==> src/rtl/dmem_arbiter.sv <==
// dmem_arbiter: shares a single-port data RAM between the CPU dmem port and one peripheral master
module dmem_arbiter #(
   parameter int ADDR_W    = 12,
   parameter int DATA_W    = 32,
   parameter int MAX_WAIT  = 4,
   parameter int BURST_MAX = 8
) (
   input  logic              clock,
   input  logic              reset,
   input  logic              cpu_req,
   input  logic              cpu_wren,
   input  logic [ADDR_W-1:0] cpu_addr,
   input  logic [DATA_W-1:0] cpu_data,
   output logic              cpu_gnt,
   output logic [DATA_W-1:0] cpu_q,
   output logic              cpu_valid,
   input  logic              per_req,
   input  logic              per_wren,
   input  logic              per_lock,
   input  logic [ADDR_W-1:0] per_addr,
   input  logic [DATA_W-1:0] per_data,
   output logic              per_gnt,
   output logic [DATA_W-1:0] per_q,
   output logic              per_valid,
   output logic              ram_wEn,
   output logic [ADDR_W-1:0] ram_addr,
   output logic [DATA_W-1:0] ram_dataIn,
   input  logic [DATA_W-1:0] ram_dataOut
);
   typedef enum logic {ARB, BURST} state_t;
   typedef enum logic [1:0] {NONE, CPU, PER} own_t;
   state_t state, state_nx;
   own_t rd_own, own_nx;
   logic [3:0] wait_cnt, wait_nx, burst_cnt, burst_nx, burst_inc;
   logic cooldown, cool_nx, in_burst, force_per, lock_entry, burst_done;
   logic [DATA_W-1:0] cpu_hold, per_hold;
   always_comb begin
      in_burst   = state == BURST && per_req && per_lock;
      force_per  = wait_cnt == 4'(MAX_WAIT) && !cooldown;
      per_gnt    = !reset && per_req && (in_burst || !cpu_req || force_per);
      cpu_gnt    = !reset && cpu_req && !per_gnt;
      ram_wEn    = cpu_gnt ? cpu_wren : per_gnt && per_wren;
      ram_addr   = cpu_gnt ? cpu_addr : per_gnt ? per_addr : '0;
      ram_dataIn = cpu_gnt ? cpu_data : per_gnt ? per_data : '0;
      cpu_valid  = !reset && rd_own == CPU;
      per_valid  = !reset && rd_own == PER;
      cpu_q      = reset ? '0 : cpu_valid ? ram_dataOut : cpu_hold;
      per_q      = reset ? '0 : per_valid ? ram_dataOut : per_hold;
      wait_nx    = per_req && !per_gnt ? (wait_cnt == 4'(MAX_WAIT) ? wait_cnt : wait_cnt + 4'd1) : 4'd0;
      own_nx     = cpu_gnt && !cpu_wren ? CPU : per_gnt && !per_wren ? PER : NONE;
      burst_inc  = burst_cnt + 4'd1;
      // a one-grant burst limit ends the burst on the very grant that would open it
      lock_entry = !in_burst && per_gnt && per_lock && !cooldown;
      burst_done = in_burst ? burst_inc == 4'(BURST_MAX) : lock_entry && BURST_MAX == 1;
      burst_nx   = in_burst ? burst_inc : lock_entry ? 4'd1 : burst_cnt;
      state_nx   = (in_burst || lock_entry) && !burst_done ? BURST : ARB;
      cool_nx    = burst_done;
   end
   always_ff @(posedge clock) begin
      if (reset) begin
         state     <= ARB;
         rd_own    <= NONE;
         wait_cnt  <= '0;
         burst_cnt <= '0;
         cooldown  <= 1'b0;
         cpu_hold  <= '0;
         per_hold  <= '0;
      end else begin
         state     <= state_nx;
         rd_own    <= own_nx;
         wait_cnt  <= wait_nx;
         burst_cnt <= burst_nx;
         cooldown  <= cool_nx;
         cpu_hold  <= cpu_valid ? ram_dataOut : cpu_hold;
         per_hold  <= per_valid ? ram_dataOut : per_hold;
      end
   end
endmodule
==> config.mk <==
export PLATFORM = sky130hd
export DESIGN_NAME = dmem_arbiter
export DESIGN_NICKNAME = d
export VERILOG_FILES = /design/src/rtl/dmem_arbiter.sv
export SDC_FILE = /design/constraint.sdc
export NUM_CORES = 1
export LEC_CHECK = 0
export BUFFER_PORTS_ARGS = -buffer_cell sky130_fd_sc_hd__clkbuf_2
export CAP_MARGIN = 10
export CELL_PAD_IN_SITES_DETAIL_PLACEMENT = 1
export CELL_PAD_IN_SITES_GLOBAL_PLACEMENT = 2
export CORE_ASPECT_RATIO = 1.1
export CORE_MARGIN = 5
export CORE_UTILIZATION = 18
export CTS_CLUSTER_SIZE = 28
export DETAILED_ROUTE_END_ITERATION = 16
export PLACE_DENSITY_LB_ADDON = 0.1
export SYNTH_ARGS = -nofsm -noshare
export SYNTH_HDL_FRONTEND = slang
export SYNTH_SLANG_ARGS = --single-unit
==> constraint.sdc <==
create_clock -name clock -period 1.6 [get_ports clock]
set_clock_uncertainty 0.1 [all_clocks]
set_input_delay 0.16 -clock clock [delete_from_list [all_inputs] [get_ports clock]]
set_output_delay 0.16 -clock clock [all_outputs]
set_load 0.02 [all_outputs]
==> results.json <==
{
  "run_status": "complete, but fails checks",
  "violations": "negative setup slack",
  "worstSkewPairLatency_ns": 0.34,
  "syn-mean-instance-area_um2": 7.92,
  "timing.critical_path.cells": "inv_2, ha_4, nand4bb_4, nand2_1, a21oi_4, buf_4, buf_12, a22o_4, clkbuf_2",
  "die_height_um": 152,
  "power_mw": 5.71,
  "final_common_cell": "sky130_fd_sc_hd__clkbuf_2",
  "path_type_of_the_worst_setup_path": "reg2out",
  "synth-seq-area-share": 0.462,
  "timing.max_cap.violations": 0,
  "report.final.slew_viol_count": 0,
  "placement.io_buffers": 239,
  "design.die.area_mm2": 0.0211,
  "diodes": 0,
  "power_density_mw_per_mm2": 639,
  "endpoint_kind_of_the_worst_setup_timing_path": "output port",
  "timing.fmax_mhz": 451,
  "dr.pass1.iters": 4,
  "synth.yosys.warnings": 0,
  "total_wirelength_of_the_detailed_routed_design_um": 19000,
  "setup_tns_ns": -42.08,
  "detailed_place_hpwl_um": 12200,
  "ir_drop_mv": 0.418,
  "vias": 4405,
  "postRouteAntennaNets": 0,
  "critPathMaxStageDelay_ns": 0.33,
  "synth_fp_nets": 547,
  "cts.sinks": 76,
  "clock_tree.htree_level_count": 3,
  "p_leak_nw": 4.06,
  "min_period_over_period": 1.39,
  "tritoncts": "done",
  "grt_max_degree": 72,
  "first_iter_violations": 89,
  "post_synth_design_cell_area_mm2": 0.00329,
  "clk_root_buffer_cell": "sky130_fd_sc_hd__clkbuf_16",
  "drt-vias-per-instance": 4.44,
  "yosys.area_share.xor_xnor": 0.00266,
  "critical_path_required_ns": 1.34,
  "syn2layout_area_growth_pct": 172,
  "tightestPinTransition_ns": 0.832,
  "synthesized_area_fraction_occupied_by_ao_oa_aoi_and_oai_cells": 0.252,
  "slew-limit-headroom": 0.445,
  "place_inst": 896,
  "globalRouteOverflowTotal": 0,
  "tritoncts.num_buffers": 9,
  "crit_slowest_cell": "sky130_fd_sc_hd__dfxtp_2",
  "crit_arrival_ns": 1.96,
  "wl_per_cell_um": 19.2,
  "gp_congestion": 0.821,
  "final-instance-count-excl-fill": 992,
  "initial_utilization": 0.181,
  "synth_adder_area_share": 0.0152,
  "drcViolationCount": 0,
  "share_of_final_layout_standard_cells_stronger_than_drive_strength_1": 0.730,
  "layout.cells.most_common_list": "sky130_fd_sc_hd__clkbuf_2, sky130_fd_sc_hd__buf_8, sky130_fd_sc_hd__dfxtp_1, sky130_fd_sc_hd__nand2_1, sky130_fd_sc_hd__a21oi_4",
  "via_count_of_the_first_global_routing_pass": 5106,
  "clockBufferDepth": 2,
  "startpoint_type": "register",
  "synth_cell_type_count": 35,
  "clkTransAtPathRegs_ns": 0.06,
  "std_cell_rows": 52,
  "yosys-mux-area-fraction": 0.00304,
  "report.final.setup_viol": 116,
  "post_synthesis_share_of_cell_area_spent_on_and_or_nand_and_nor_gates": 0.212,
  "dieWidth_um": 139,
  "post-route-worst-setup-slack_ns": -0.618,
  "layout.nets": 875,
  "antenna_found_initial": 0,
  "floorplan.core_area_mm2": 0.0182,
  "io_pins": 240,
  "synthesis.instances": 416,
  "layout.filler_cells": 1953,
  "postSynthRegisterBits": 76,
  "grt.total_usage": 0.174,
  "hp-class": "in2reg",
  "grt_setup_unrepaired": "true",
  "post-route-min-period_ns": 2.22,
  "dominant_combinational_cell_family_by_area_after_synthesis": "compound AO/OA/AOI/OAI gates",
  "final-hold-violation-count": 0,
  "critical_path.max_fanout": 18,
  "wire_length_of_the_first_global_routing_pass_um": 28900
}
[repair_timing]
action | in CTS | in global routing
setup buffers | 54 | 23
hold buffers | 10 | 0
endpoints found under the hold margin | 13 | 0
gates cloned | 10 | 1
resized for setup | 399 | 152
pin swaps | 120 | 79
setup endpoints to repair | 118 | 125
[stage by stage]
stage / util / area (um^2) / worst slack (ns) / hold WS [ns]
after floorplan: - / 3910 / -0.131 / 0.132
after global placement: 0.309 / 5630 / -0.317 / 0.289
after detailed placement: 0.309 / 5630 / -0.363 / 0.287
after CTS: 0.464 / 8450 / -0.685 / 0.000430
after global routing: 0.491 / 8950 / -0.711 / 0.0216
final: 0.491 / 8950 / -0.618 / 0.0275
[per-layer routing]
metal	part of all wire	track usage
met1	0.36	0.185
met2	0.55	0.328
met3	0.071	0.0566
met4	0.014	0.0503
met5	0	0
[cell type report]
class	instances	area (um^2)	area share
clock buffers	12	246	0.0276
repair buffers	352	3510	0.393
flip-flops and latches	76	1530	0.171
inverters	5	18.8	0.00210
clock inverters	4	72.6	0.00811
multi-input cells	300	3260	0.364
well taps	243	304	0.0340
[Yosys cell counts]
master                      number  area share
sky130_fd_sc_hd__nor2_1         13       0.015
sky130_fd_sc_hd__a22oi_1         1      0.0023
sky130_fd_sc_hd__o22a_1          1      0.0027
sky130_fd_sc_hd__o311ai_0        1      0.0027
sky130_fd_sc_hd__nor3_1          1      0.0015
sky130_fd_sc_hd__nand4b_1        2      0.0053
sky130_fd_sc_hd__inv_1           5      0.0057
sky130_fd_sc_hd__clkbuf_1       24       0.027
sky130_fd_sc_hd__o31ai_1         1      0.0023
sky130_fd_sc_hd__o311ai_1        1      0.0027
sky130_fd_sc_hd__mux2i_1         1      0.0030
sky130_fd_sc_hd__a21boi_0        1      0.0023
sky130_fd_sc_hd__nand4bb_1       1      0.0034
sky130_fd_sc_hd__a41o_1          1      0.0030
sky130_fd_sc_hd__a311oi_2        1      0.0046
sky130_fd_sc_hd__nand3_1         5      0.0076
sky130_fd_sc_hd__ha_1            4       0.015
sky130_fd_sc_hd__buf_4           1      0.0023
sky130_fd_sc_hd__buf_1           1      0.0011
sky130_fd_sc_hd__a22o_1         44        0.12
sky130_fd_sc_hd__buf_6           2      0.0068
sky130_fd_sc_hd__nor4bb_1        1      0.0030
sky130_fd_sc_hd__a21oi_1        70        0.11
sky130_fd_sc_hd__nand3b_1        1      0.0023
sky130_fd_sc_hd__nand2_1       134        0.15
sky130_fd_sc_hd__clkbuf_2        1      0.0015
sky130_fd_sc_hd__nor2b_1         5      0.0095
sky130_fd_sc_hd__a31oi_1         1      0.0019
sky130_fd_sc_hd__dfxtp_1        76        0.46
sky130_fd_sc_hd__buf_2           6      0.0091
sky130_fd_sc_hd__nand4_1         2      0.0038
sky130_fd_sc_hd__xnor2_1         1      0.0027
sky130_fd_sc_hd__nand2b_1        4      0.0076
sky130_fd_sc_hd__a21oi_2         1      0.0027
sky130_fd_sc_hd__o21ai_0         1      0.0015
[path summary, 6_finish.rpt]
kind	from	to	slack, ns	cells after the start
setup / recovery	wait_cnt[1]	ram_dataIn[18]	-0.62	9
hold / removal	ram_dataOut[8]	per_hold[8]	0.03	3
setup reg to reg	wait_cnt[1]	burst_cnt[3]	-0.21	9
hold reg to reg	per_hold[22]	per_hold[22]	0.38	2
[state kept, by name, summed over array words and instances, names as in the netlist]
| signal | cells |
|---|---|
| burst_cnt | 4 |
| cooldown | 1 |
| cpu_hold | 32 |
| per_hold | 32 |
| rd_own | 2 |
| state | 1 |
| wait_cnt | 4 |
[power breakdown]
part | internal [mW] | total [mW] | switching (mW) | leakage, nW
logic | 0.769 | 1.53 | 0.759 | 3.28
registers | 1.94 | 1.96 | 0.0178 | 0.618
clock network | 1.41 | 2.23 | 0.820 | 0.153
[cell families after synthesis]
| family | after synthesis |
|---|---|
| XOR/XNOR | 1 |
| AO/OA/AOI/OAI | 125 |
| flip-flops | 76 |
| adder cells (fa/ha/maj) | 4 |
| multiplexers | 1 |
| AND/OR/NAND/NOR | 169 |
| buffers and inverters | 40 |
[worst max-delay path, delay by kind of cell (launching register included)]
family          cells  cell delay, ns
buf+inv             4            0.52
flops               1            0.33
compound gates      2            0.32
simple gates        2            0.28
fa+ha+maj           1            0.16
Note: power is estimated with default switching activity, not from simulation.
